==> src/rtl/bin2bcd_seq.sv <==
// Sequential binary-to-BCD converter (shift-add-3, one bit per clock) with
// input capture, saturation on overflow and a leading-zero blank mask.

module bin2bcd_digit_adj (
  input  logic [3:0] din,
  output logic [3:0] dout
);
  assign dout = (din >= 4'd5) ? din + 4'd3 : din;
endmodule

module bin2bcd_seq #(
  parameter int N      = 20,
  parameter int DIGITS = 6
) (
  input  logic                  clk,
  input  logic                  rst,
  input  logic                  start,
  input  logic [N-1:0]          binary,
  output logic                  busy,
  output logic                  done,
  output logic [4*DIGITS-1:0]   bcd,
  output logic                  overflow,
  output logic [DIGITS-1:0]     blank_mask
);
  localparam int CW = $clog2(N+1);
  localparam int BW = 4*DIGITS;
  localparam logic [DIGITS-1:0] BLANK_RST = {DIGITS{1'b1}} << 1;

  typedef enum logic [1:0] {IDLE, SHIFT, DONE} state_t;

  state_t                   state, state_nxt;
  logic [N-1:0]             shreg;
  logic [DIGITS-1:0][3:0]   scratch, scratch_adj;
  logic [BW-1:0]            adj_flat;
  logic                     sticky;
  logic [CW-1:0]            cnt;
  logic                     load, step, publish;
  logic [DIGITS-1:0][3:0]   bcd_nxt;
  logic [DIGITS-1:0]        blank_nxt;
  logic                     all_zero;

  genvar g;
  generate
    for (g = 0; g < DIGITS; g++) begin : g_adj
      bin2bcd_digit_adj u_adj (.din(scratch[g]), .dout(scratch_adj[g]));
    end
  endgenerate

  assign adj_flat = scratch_adj;

  always_ff @(posedge clk or posedge rst) begin
    if (rst) state <= IDLE;
    else     state <= state_nxt;
  end

  always_comb begin
    state_nxt = state;
    case (state)
      IDLE:    if (start) state_nxt = SHIFT;
      SHIFT:   if (cnt == CW'(1)) state_nxt = DONE;
      DONE:    state_nxt = IDLE;
      default: state_nxt = IDLE;
    endcase
  end

  always_comb begin
    busy    = (state != IDLE);
    load    = (state == IDLE) && start;
    step    = (state == SHIFT);
    publish = (state == DONE);
  end

  // The bit leaving the top of the scratch is set only when the top digit
  // was >= 5 before doubling, i.e. the value no longer fits in DIGITS digits.
  always_ff @(posedge clk or posedge rst) begin
    if (rst) begin
      shreg   <= '0;
      scratch <= '0;
      sticky  <= 1'b0;
      cnt     <= '0;
    end else if (load) begin
      shreg   <= binary;
      scratch <= '0;
      sticky  <= 1'b0;
      cnt     <= CW'(N);
    end else if (step) begin
      shreg   <= shreg << 1;
      scratch <= {adj_flat[BW-2:0], shreg[N-1]};
      sticky  <= sticky | adj_flat[BW-1];
      cnt     <= cnt - CW'(1);
    end
  end

  always_comb begin
    bcd_nxt   = sticky ? {DIGITS{4'h9}} : scratch;
    blank_nxt = '0;
    all_zero  = 1'b1;
    for (int i = DIGITS-1; i >= 1; i--) begin
      all_zero     = all_zero & (bcd_nxt[i] == 4'd0);
      blank_nxt[i] = all_zero;
    end
  end

  always_ff @(posedge clk or posedge rst) begin
    if (rst) begin
      done       <= 1'b0;
      bcd        <= '0;
      overflow   <= 1'b0;
      blank_mask <= BLANK_RST;
    end else begin
      done <= publish;
      if (publish) begin
        bcd        <= bcd_nxt;
        overflow   <= sticky;
        blank_mask <= blank_nxt;
      end
    end
  end

endmodule

==> config.mk <==
export PLATFORM = sky130hd
export DESIGN_NAME = bin2bcd_seq
export DESIGN_NICKNAME = d
export VERILOG_FILES = /design/src/rtl/bin2bcd_seq.sv
export SDC_FILE = /design/constraint.sdc
export NUM_CORES = 1
export LEC_CHECK = 0
export ABC_AREA = 1
export CORE_ASPECT_RATIO = 0.75
export CORE_UTILIZATION = 57
export CTS_BUF_LIST = sky130_fd_sc_hd__clkbuf_2
export CTS_CLUSTER_DIAMETER = 30
export CTS_CLUSTER_SIZE = 14
export DETAILED_ROUTE_END_ITERATION = 10
export PLACE_DENSITY = 0.8
export SLEW_MARGIN = 20
export SYNTH_ARGS = -nofsm -noshare
export SYNTH_HDL_FRONTEND = slang
export SYNTH_HIERARCHICAL = 1
export SYNTH_SLANG_ARGS = --single-unit
export TNS_END_PERCENT = 100
==> constraint.sdc <==
create_clock -name clk -period 3.5 [get_ports clk]
set_input_delay 0.7 -clock clk [delete_from_list [all_inputs] [get_ports clk]]
set_output_delay 0.7 -clock clk [all_outputs]
set_load 0.03 [all_outputs]
; Word level (Yosys, flattened, before mapping)
; Cells that the tools add are included.
[op_classes]
addsub = 7
multipliers = 0
div = 0
magnitude_cmp = 6
eq_ne = 5
shift = 0
muxes = 18
bitwise = 5
n_reduce_logical = 10
[ops]
columns = op, count
row1 = $mux W24, 3
row2 = $mux W20, 2
row3 = $add A4 B2 Y4 const B, 6
row4 = $ge A4 B3 Y1 const B, 6
row5 = $mux W4, 6
row6 = $logic_not A4 Y1, 5
row7 = $mux W5, 2
row8 = $eq A5 B1 Y1 const B, 1
row9 = $sub A5 B1 Y5 const B, 1
row10 = $and A1 B1 Y1, 4
row11 = $mux W2, 2
row12 = $pmux W2 S2, 1
row13 = $reduce_bool A2 Y1, 2
row14 = $eq A2 B1 Y1 const B, 1
row15 = $eq A2 B2 Y1 const B, 1
row16 = $logic_not A2 Y1, 1
row17 = $mux W1, 2
row18 = $ne A2 B1 Y1 const B, 1
row19 = $ne A2 B2 Y1 const B, 1
row20 = $reduce_and A2 Y1, 1
row21 = $logic_and A1 B1 Y1, 1
row22 = $or A1 B1 Y1, 1
[totals]
ff_bits = 83
latchBits = 0
ramBits = 0
rom_bits = 0
in_bits = 23
output_inout_bits = 33
word_cells = 65
mem_count = 0

; Logic depth before layout (Yosys ltp)
[depth]
word_depth = 6
ltp_mapped = 10
mapped_depth_nobuf = 10

; Hierarchy
; The synthesis kept the hierarchy.
[modules_own_cells]
columns = mod, n_inst, cells_per_inst, area_per_inst_um2
row1 = bin2bcd_seq, 1, 377, 3512.1
row2 = bin2bcd_digit_adj, 6, 23, 135.1

; Worst setup path before layout
; Ideal clock, no wire load.
[synth_path]
kind = register -> output
startpoint = reg state[1]
endpoint = out busy
t_arrival_ps = 715
required_time_ps = 2800
setup_slack_ps = 2085
path_stages_with_launch = 3
path_buffers = 0
cell_sequence = dfrtp_1 > inv_2 > nand2_1
[synth_between]
elab_chain_len = 1
[synth_lines]
columns = element, line_no
row1 = from (decl), 31  ; state_t state, state_nxt;
row2 = from (signal assigned), 53  ; else state <= state_nxt;
row3 = $reduce_bool A2 Y1, 67  ; busy = (state != IDLE);
row4 = to (decl), 19  ; output logic busy,
; Every way passes these cells.

; Final worst setup path
; Ends and elaborated chain as after synthesis.

==> impl_results.md <==
- Layout cell share with drive strength beyond 1: 0.1561
- Synth top area share: 0.4515
- Rows: 27
- Total wire length: 9206 um
- Total GRT Usage: 0.2602
- Clk Latency, worst-skew pair: 0.54 ns
- Place WS: 1.242 ns
- Number of global-route vias before repair: 3405
- Worst Path Max Fanout: 3
- Synth area leader: dfrtp_1
- Clock Sink Count: 83
- Layout Utilization: 0.6846
- Ant diodes: 0
- Dpl hpwl: 6346 um
- Vias per cell: 5.276
- Nets: 602
- Antenna violations before repair: 0
- Drt wl/cell: 13.72 um
- Data arrival, critical path: 1.83 ns
- DIE AREA: 0.007940 mm^2
- Async set-reset flop share out of synthesis: 1.000
- Setup TNS: 0 ns
- Die W: 102.6 um
- EDFF count, synth: 0
- Placed Cells incl. Taps: 655
- Worst vdd ir: 0.3905 mV
- Worst setup margin: 0.9666 ns
- CTS Buf Count: 9
- Finished Layout Cells: 671
- Netlist cell types: 31
- PwrDens: 839.4 mW/mm^2
- Tightest Pin Transition: 0.7178 ns
- Synthesized area: 0.004323 mm^2
- Synth Warn #: 6
- Global-route wire length before repair: 15840 um
- Crit start category: flop
- Clk buf depth: 2
- CTS resizes: 0
- Worst Path Required: 2.80 ns
- Port Buffers: 54
- Ys flop type: dfrtp_1
- Slew Limit Headroom: 0.5209
- Final setup skew: 0.02669 ns
- #FFs+latches synth: 83
- Final setup viols: 0
- Top post-synthesis cells by area: dfrtp_1 (45%), nand2_1 (12%), nand3_1 (5.2%)
- Detail Route Antenna Nets: 0
- Seq/Total Area, Yosys: 0.4819
- Fin crit period: 2.533 ns
- Max_cap viols: 0
- Total congestion overflow: 0
- Pin count of the biggest net entering global routing: 44
- # hold bufs at CTS: 0
- RSZ-0062 raised after global routing: false
- Nature of the critical path endpoint: output pin
- Post-CTS Setup Inserts: 0
- Clock slew at reported path FFs: 0.21 ns
- Num ports: 56
- Leakage: 2.387 nW
- First DRT Iteration DRCs: 229
- P&R area growth vs syn: 16.09%
- CTS H-Tree Depth: 3
- Post-route DRC: 0
- Min-delay worst type: reg2reg
- Die height: 77.42 um
- Fill count: 629
- Max-slew violations: 0
- RePlAce Congestion: 0.8561
- Routed vias: 3540
- Run status: finished clean
- Placeable Area: 0.007331 mm^2
- Root buffer cell: clkbuf_2
- Synth Instances: 515
- Max frequency: 394.7 MHz
- Crit path kind: reg2out
- Pre-antenna DRT Iters: 5
- Syn_nets: 552
- Starting Density: 0.5897
- CTS tree: built
- Final count of hold timing violations: 0
- Fin crit share: 0.7238
- Mapped Avg Cell Area: 8.394 um^2
## Yosys cell counts, types with 6 or more instances
cell	instances
nor2_1	39
inv_2	12
o21ai_2	16
a21oi_2	6
nand2_1	140
o21ai_0	25
inv_1	52
nor2_4	15
ha_1	14
buf_2	8
nand3_1	45
nand2_2	7
dfrtp_1	78
o21ai_1	17
## kinds of logic after synthesis
logic type                 share of synthesized area
AOI/OAI and AO/OA                             0.1184
other                                      0.0008675
and+or+nand+nor                               0.2738
buffers and inverters                        0.08452
adders and majority gates                    0.04052
DFF                                           0.4819
## layout make-up
type / instances / area (um^2) / area share
Timing Repair Buffer: 57 / 575.6 / 0.1147
Inverter: 65 / 247.7 / 0.04936
Clock buffer: 12 / 60.06 / 0.01197
Clock inverter: 4 / 51.30 / 0.01022
Tap cell: 101 / 126.4 / 0.02518
Sequential cell: 83 / 2083 / 0.4151
Multi-Input combinational cell: 349 / 1874 / 0.3735
## per-stage QoR
step / instance area [um^2] / power, mW / hold slack (ns)
6_report: 5019 / 4.213 / 0.4832
5_1_grt: 5019 / 4.567 / 0.5106
4_1_cts: 5019 / 4.214 / 0.4855
3_5_place_dp: 4907 / 3.719 / 0.4584
3_3_place_gp: 4907 / 3.607 / 0.4555
2_1_floorplan: 4323 / 3.210 / 0.4515
## power breakdown
group | switching, mW | internal (mW) | total [mW]
Clock | 0.322 | 0.174 | 0.496
Combinational | 1.37 | 0.775 | 2.14
Sequential | 0.277 | 1.30 | 1.57
Total | 1.97 | 2.25 | 4.21
## path summary, 6_finish.rpt
check,to,slack (ns),cells after the start,from
worst min register to register,blank_mask[5],0.48,2,blank_mask[5]
worst max register to register,shreg[10],1.88,5,state[1]
max in group asynchronous,blank_mask[4],2.23,3,rst
worst min-delay path,blank_mask[5],0.48,2,blank_mask[5]
worst max-delay path,busy,0.97,3,state[1]
min in group asynchronous,shreg[19],0.53,2,rst
## registers in the layout, summed over array words and instances, names as in the netlist
| name | cells |
|---|---|
| scratch | 24 |
| done | 1 |
| overflow | 1 |
| cnt | 5 |
| blank_mask | 5 |
| state | 2 |
| sticky | 1 |
| bcd | 24 |
| shreg | 20 |
## layout by cell type, fill, tap and decap left out, types with 14 or more instances in the layout
cell / Yosys / routed
nand2_1: 140 / 140
dfrtp_1: 78 / 78
clkdlybuf4s50_1: 0 / 54
inv_1: 52 / 51
nand3_1: 45 / 45
nor2_1: 39 / 39
o21ai_0: 25 / 25
o21ai_1: 17 / 17
o21ai_2: 16 / 16
nor2_4: 15 / 15
ha_1: 14 / 14
## critical path: stages (launching register included)
cell and delay, ns:
dfrtp_1 0.50, inv_2 0.06, nand2_1 0.06, clkdlybuf4s50_1 0.67
## routing by layer
| layer | wire length, um | GRT usage | vias to the layer above |
|---|---|---|---|
| met2 | 4454 | 0.4240 | 101 |
| met4 | 124 | 0.06429 | 0 |
| met3 | 438 | 0.07297 | 14 |
| met5 | 0 | 0 | - |
| met1 | 4189 | 0.3419 | 1695 |
| li1 | - | - | 1730 |
Power figures use the tool's default switching activity.
